**src/rtl/dual_issue_sched.sv**
```systemverilog
// Issue-stage scheduler: pairs issue together, split over two cycles, or stall on load-use.
// Latency: combinational issue decision in the cycle the pair is presented; split pairs take two cycles.
// Backpressure: ex_ready=0 or a load-use stall holds the pair (d_ready=0); flush drops any pending slot1.
module dual_issue_sched #(
  parameter int ADDR_WIDTH = 5,
  parameter int LOAD_LAT   = 1
) (
  input  logic                  clk,
  input  logic                  rst_n,
  input  logic                  flush,
  input  logic                  ex_ready,
  input  logic                  d_valid,
  output logic                  d_ready,
  input  logic                  d1_valid,
  input  logic [ADDR_WIDTH-1:0] d0_rd,
  input  logic                  d0_rdwen,
  input  logic                  d0_ld,
  input  logic [ADDR_WIDTH-1:0] d0_rs1,
  input  logic [ADDR_WIDTH-1:0] d0_rs2,
  input  logic                  d0_rs1_use,
  input  logic                  d0_rs2_use,
  input  logic [ADDR_WIDTH-1:0] d1_rd,
  input  logic [ADDR_WIDTH-1:0] d1_rs1,
  input  logic [ADDR_WIDTH-1:0] d1_rs2,
  input  logic                  d1_rdwen,
  input  logic                  d1_ld,
  input  logic                  d1_mem,
  input  logic                  d1_rs1_use,
  input  logic                  d1_rs2_use,
  output logic                  iss0_valid,
  output logic                  iss0_src,
  output logic                  iss1_valid,
  output logic                  sched_stall
);

  typedef enum logic {DUAL, SECOND} st_t;

  st_t                   st, st_nxt;
  logic                  run;
  logic [1:0]            ld_cnt;
  logic [1:0]            trk_vld;
  logic [ADDR_WIDTH-1:0] trk0_rd, trk1_rd;

  logic                  go;
  logic                  th0, th1, raw_ld;
  logic                  ld0, ld1;
  logic [ADDR_WIDTH-1:0] ld0_rd;

  // A source depends on a destination only if it is really read and is not x0.
  function automatic logic match(input logic [ADDR_WIDTH-1:0] rd,
                                 input logic [ADDR_WIDTH-1:0] rs,
                                 input logic                  en);
    return en & (rs == rd) & (rd != '0);
  endfunction

  // Either tracked load still in its shadow against a slot's used sources.
  function automatic logic trk_hit(input logic [ADDR_WIDTH-1:0] rs1,
                                   input logic                  u1,
                                   input logic [ADDR_WIDTH-1:0] rs2,
                                   input logic                  u2);
    logic h0, h1;
    h0 = trk_vld[0] & (match(trk0_rd, rs1, u1) | match(trk0_rd, rs2, u2));
    h1 = trk_vld[1] & (match(trk1_rd, rs1, u1) | match(trk1_rd, rs2, u2));
    return (ld_cnt != 2'd0) & (h0 | h1);
  endfunction

  assign go     = run & d_valid & ex_ready & ~flush;
  assign th0    = trk_hit(d0_rs1, d0_rs1_use, d0_rs2, d0_rs2_use);
  assign th1    = trk_hit(d1_rs1, d1_rs1_use, d1_rs2, d1_rs2_use);
  // Only load results are too late for the EX forwarding network.
  assign raw_ld = d0_ld & d0_rdwen &
                  (match(d0_rd, d1_rs1, d1_rs1_use) | match(d0_rd, d1_rs2, d1_rs2_use));

  // Issue decision and next state; everything defaults to idle/hold.
  always_comb begin
    st_nxt      = st;
    iss0_valid  = 1'b0;
    iss0_src    = 1'b0;
    iss1_valid  = 1'b0;
    d_ready     = 1'b0;
    sched_stall = 1'b0;
    if (go) begin
      case (st)
        DUAL: begin
          if (th0) begin
            sched_stall = 1'b1;
          end else if (d1_valid & (d1_mem | raw_ld | th1)) begin
            iss0_valid = 1'b1;
            st_nxt     = SECOND;
          end else begin
            iss0_valid = 1'b1;
            iss1_valid = d1_valid;
            d_ready    = 1'b1;
          end
        end
        SECOND: begin
          if (th1) begin
            sched_stall = 1'b1;
          end else begin
            iss0_valid = 1'b1;
            iss0_src   = 1'b1;
            d_ready    = 1'b1;
            st_nxt     = DUAL;
          end
        end
        default: st_nxt = DUAL;
      endcase
    end
    if (flush) st_nxt = DUAL;
  end

  // Loads actually leaving on each lane this cycle (writes to x0 never block anyone).
  assign ld0_rd = iss0_src ? d1_rd : d0_rd;
  assign ld0    = iss0_valid & (iss0_src ? (d1_ld & d1_rdwen) : (d0_ld & d0_rdwen)) &
                  (ld0_rd != '0);
  assign ld1    = iss1_valid & d1_ld & d1_rdwen & (d1_rd != '0);

  // State register; reset mid-split returns to DUAL and decode re-presents the pair.
  always_ff @(posedge clk or negedge rst_n) begin
    if (!rst_n) st <= DUAL;
    else        st <= st_nxt;
  end

  // Run flop holds issue off for the first clock after reset release.
  always_ff @(posedge clk or negedge rst_n) begin
    if (!rst_n) run <= 1'b0;
    else        run <= 1'b1;
  end

  // Load-use shadow: a new load restarts the window, otherwise it counts down and expires.
  always_ff @(posedge clk or negedge rst_n) begin
    if (!rst_n) begin
      ld_cnt  <= 2'd0;
      trk_vld <= 2'b00;
      trk0_rd <= '0;
      trk1_rd <= '0;
    end else if (flush) begin
      ld_cnt  <= 2'd0;
      trk_vld <= 2'b00;
      trk0_rd <= '0;
      trk1_rd <= '0;
    end else if (ld0 | ld1) begin
      ld_cnt <= 2'(LOAD_LAT);
      if (ld0 & ld1) begin
        trk0_rd <= ld0_rd;
        trk1_rd <= d1_rd;
        trk_vld <= 2'b11;
      end else begin
        trk0_rd <= ld0 ? ld0_rd : d1_rd;
        trk_vld <= 2'b01;
      end
    end else if (ld_cnt != 2'd0) begin
      ld_cnt <= ld_cnt - 2'd1;
      if (ld_cnt == 2'd1) trk_vld <= 2'b00;
    end
  end

endmodule

```
**config.mk**
```make
export PLATFORM = sky130hd
export DESIGN_NAME = dual_issue_sched
export DESIGN_NICKNAME = d
export VERILOG_FILES = /design/src/rtl/dual_issue_sched.sv
export SDC_FILE = /design/constraint.sdc
export NUM_CORES = 1
export LEC_CHECK = 0
export ABC_AREA = 1
export CAP_MARGIN = 30
export CORE_MARGIN = 8
export CORE_UTILIZATION = 55
export CTS_BUF_LIST = sky130_fd_sc_hd__clkbuf_8
export DETAILED_ROUTE_END_ITERATION = 7
export DONT_BUFFER_PORTS = 1
export PLACE_DENSITY = 0.8
export SYNTH_ARGS = -nofsm -noshare
export SYNTH_HDL_FRONTEND = slang
export SYNTH_SLANG_ARGS = --single-unit
```
**constraint.sdc**
```tcl
create_clock -name clk -period 4.5 [get_ports clk]
set_clock_uncertainty 0.05 [all_clocks]
set_input_delay 1.35 -clock clk [delete_from_list [all_inputs] [get_ports clk]]
set_output_delay 1.35 -clock clk [all_outputs]
set_load 0.1 [all_outputs]
```
==> flow_metrics.tcl <==
set metrics [dict create \
    holdCritStartpoint "trk_vld[0]" \
    cts_buffer_depth 2 \
    drt_wl_total_mm 5.34 \
    wire_per_inst_um 13.5 \
    route.detailed.drc 0 \
    insertion_delay_ps 250 \
    cts_hold_buf 0 \
    numCtsBuffers 3 \
    critPathBufInv 2 \
    cts_tree "done" \
    ys_seq_area_frac 0.210 \
    reg2reg_setup_slack_ps 1840 \
    drtIter0Drc 176 \
    layout-drive-gt1-share 0.129 \
    grt_pass1_vias 2053 \
    synth_area_um2 1910 \
    r2r_start "trk1_rd[4]" \
    finalSetupTns_ps 0 \
    clock-sinks 16 \
    grt_use_total 0.198 \
    worst_setup_path_start_kind "input port" \
    crit_slowest_cell "buf_4" \
    dieArea_um2 5600 \
    synth_cells 343 \
    dp_hpwl_mm 4.34 \
    overflow 0 \
    root_buffer "clkbuf_8" \
    nets 398 \
    hp-class "flip-flop to flip-flop" \
    status "finished, final reports clean" \
    die_w_um 74.9 \
    cp_top_family "simple AND/OR/NAND/NOR gates" \
    rsz0062_at_grt "false" \
    hold_ws_ps 483 \
    initial_core_util 0.571 \
    final_max_slew_viol_count 0 \
    avgViaCountPerCell 5.42 \
    reg2reg_depth 17 \
    crit_path_end_kind "primary output" \
    slowest_delay_ps 310 \
    period_needed_ps 4050 \
    antenna_found_initial 0 \
    die_y_um 74.9 \
    yosys_warnings 0 \
    rows 21 \
    cts_setup_buffers 0 \
    final_core_util 0.608 \
    port_buffers 0 \
    drv_cap 0 \
    p_leak_uw 0.00117 \
    antenna_left 0 \
    min_path_cells 2 \
    cellPowerDensity_nw_per_um2 187 \
    worstPathArrival_ps 2650 \
    r2r-end "trk0_rd[4]" \
    cp_max_fo 4 \
    first_pass_iters 4 \
    core_um2 3340 \
    cts.clk_slew.worst_paths_ps 60 \
    crit_top_cell "nand2_1" \
    n_antenna_cell 0 \
    finalWeightedCongestion 0.871 \
    grt_pass1_wl_mm 8.89 \
    path_cells "inv_1, nand2_1, o21ai_1, nor2_1, nand3_1, nand2_1, nand2_1, nand2_1, nand2_1, nand3_1, nor2_2, buf_4" \
    avgSynthCellArea_um2 5.56 \
    synth_cell_type_count 31 \
    htree_levels 1 \
    max_freq_mhz 247 \
    vias 2139 \
    ys_seq_elements 16 \
    path_depth 12 \
    area_delta_synth_final_pct 6.50 \
    hold_viol 0 \
    post_cts_resized 0 \
    hold_path_end "trk_vld[0]" \
    grt_max_degree 17 \
    required_ps 3100 \
    ios 50 \
    syn_nets 390 \
    fin_crit_sh 0.901 \
    vdd_drop_max_v 0.000279 \
    critPathKind "input port to primary output" \
    setup_violations 0 \
]
[layout make-up]
type                            count  area (um2)
Tap cell                           46        57.6
Clock buffer                        3        41.3
Timing Repair Buffer                5        37.5
Fill cell                         357        1310
Multi-Input combinational cell    271        1290
Inverter                           54         203
Sequential cell                    16         400
[how the worst max path moves through the flow]
stage,start,to,slack [ps]
final,d0_rs2[0],iss1_valid,450
after global placement,d0_rs2[0],iss1_valid,500
after global routing,d0_rs1[1],iss1_valid,270
after floorplan,d0_rd[0],d_ready,-280
after detailed placement,d0_rs2[0],iss1_valid,460
after CTS,d0_rs1[1],iss1_valid,450
[tightest hold or removal path, stage by stage, from the launching register on]
cell and delay [ps]:
dfrtp_1 380, inv_1 50, o21bai_1 60
[power breakdown]
| group | switching, uW | internal [uW] |
|---|---|---|
| clock | 46.2 | 59.3 |
| combinational | 71.5 | 40.5 |
| sequential | 7.71 | 154 |
[routing by layer]
| layer | up-vias | global-route usage | wire (um) |
|---|---|---|---|
| met5 | - | 0 | 0 |
| met4 | 0 | 0.0652 | 89 |
| met3 | 10 | 0.0493 | 497 |
| met2 | 83 | 0.329 | 2490 |
| met1 | 951 | 0.242 | 2260 |
| li1 | 1095 | - | - |
[cells in the final DEF, fill, tap and decap left out, drive strengths merged]
cell type,count
clkbuf,3
o22ai,4
a31o,1
or2,1
ha,2
nand3b,1
nor3,8
a21boi,1
a22oi,1
o21bai,3
nand4,5
nand2,135
conb,1
xor2,2
buf,5
dfrtp,16
nor2,43
inv,53
a21oi,7
o21ai,23
clkinv,1
nand3,33
[synth_stat cells]
cell / instances / area (um2)
nand2_1: 124 / 465
inv_2: 12 / 45.0
o21ai_1: 11 / 55.1
nand4_1: 4 / 25.0
xor2_1: 2 / 17.5
nand2_4: 1 / 11.3
or2_1: 1 / 6.26
nor2_1: 42 / 158
nand3b_2: 1 / 11.3
nand3_4: 1 / 17.5
o21ai_2: 4 / 35.0
buf_6: 2 / 22.5
nand3_2: 1 / 10.0
o22ai_1: 4 / 25.0
nand2_2: 10 / 62.6
conb_1: 1 / 3.75
nor2_4: 1 / 11.3
a22oi_1: 1 / 7.51
o21bai_4: 1 / 18.8
nand4_2: 1 / 12.5
o21ai_0: 8 / 40.0
dfrtp_1: 16 / 400
a21oi_1: 7 / 35.0
nand3_1: 31 / 155
a31o_2: 1 / 8.76
ha_1: 2 / 25.0
a21boi_0: 1 / 7.51
inv_1: 41 / 154
nor3_1: 8 / 40.0
o21bai_1: 2 / 15.0
clkinv_1: 1 / 3.75
[kinds of logic after synthesis]
kind of cell	count (synthesis)	synth area share
AO/OA/AOI/OAI	40	0.130
XOR/XNOR	2	0.00919
adder cells (fa/ha/maj)	2	0.0131
buffers and inverters	56	0.118
flip-flops	16	0.210
other	1	0.00197
AND/OR/NAND/NOR	226	0.517
[sequential cells by signal (all words and copies together) (netlist names)]
| signal | flops |
|---|---|
| run | 1 |
| trk0_rd | 5 |
| ld_cnt | 2 |
| st | 1 |
| trk_vld | 2 |
| trk1_rd | 5 |
[stage by stage]
step           total power (uW)  std cells  area, um2  setup WS, ps
2_1_floorplan               257        343       1910          -285
6_report                    379        395       2030           445
3_5_place_dp                277        392       1990           460
3_3_place_gp                273        392       1990           500
5_1_grt                     407        395       2030           270
4_1_cts                     382        395       2030           452
No activity file was read; power rests on OpenSTA's default activity.
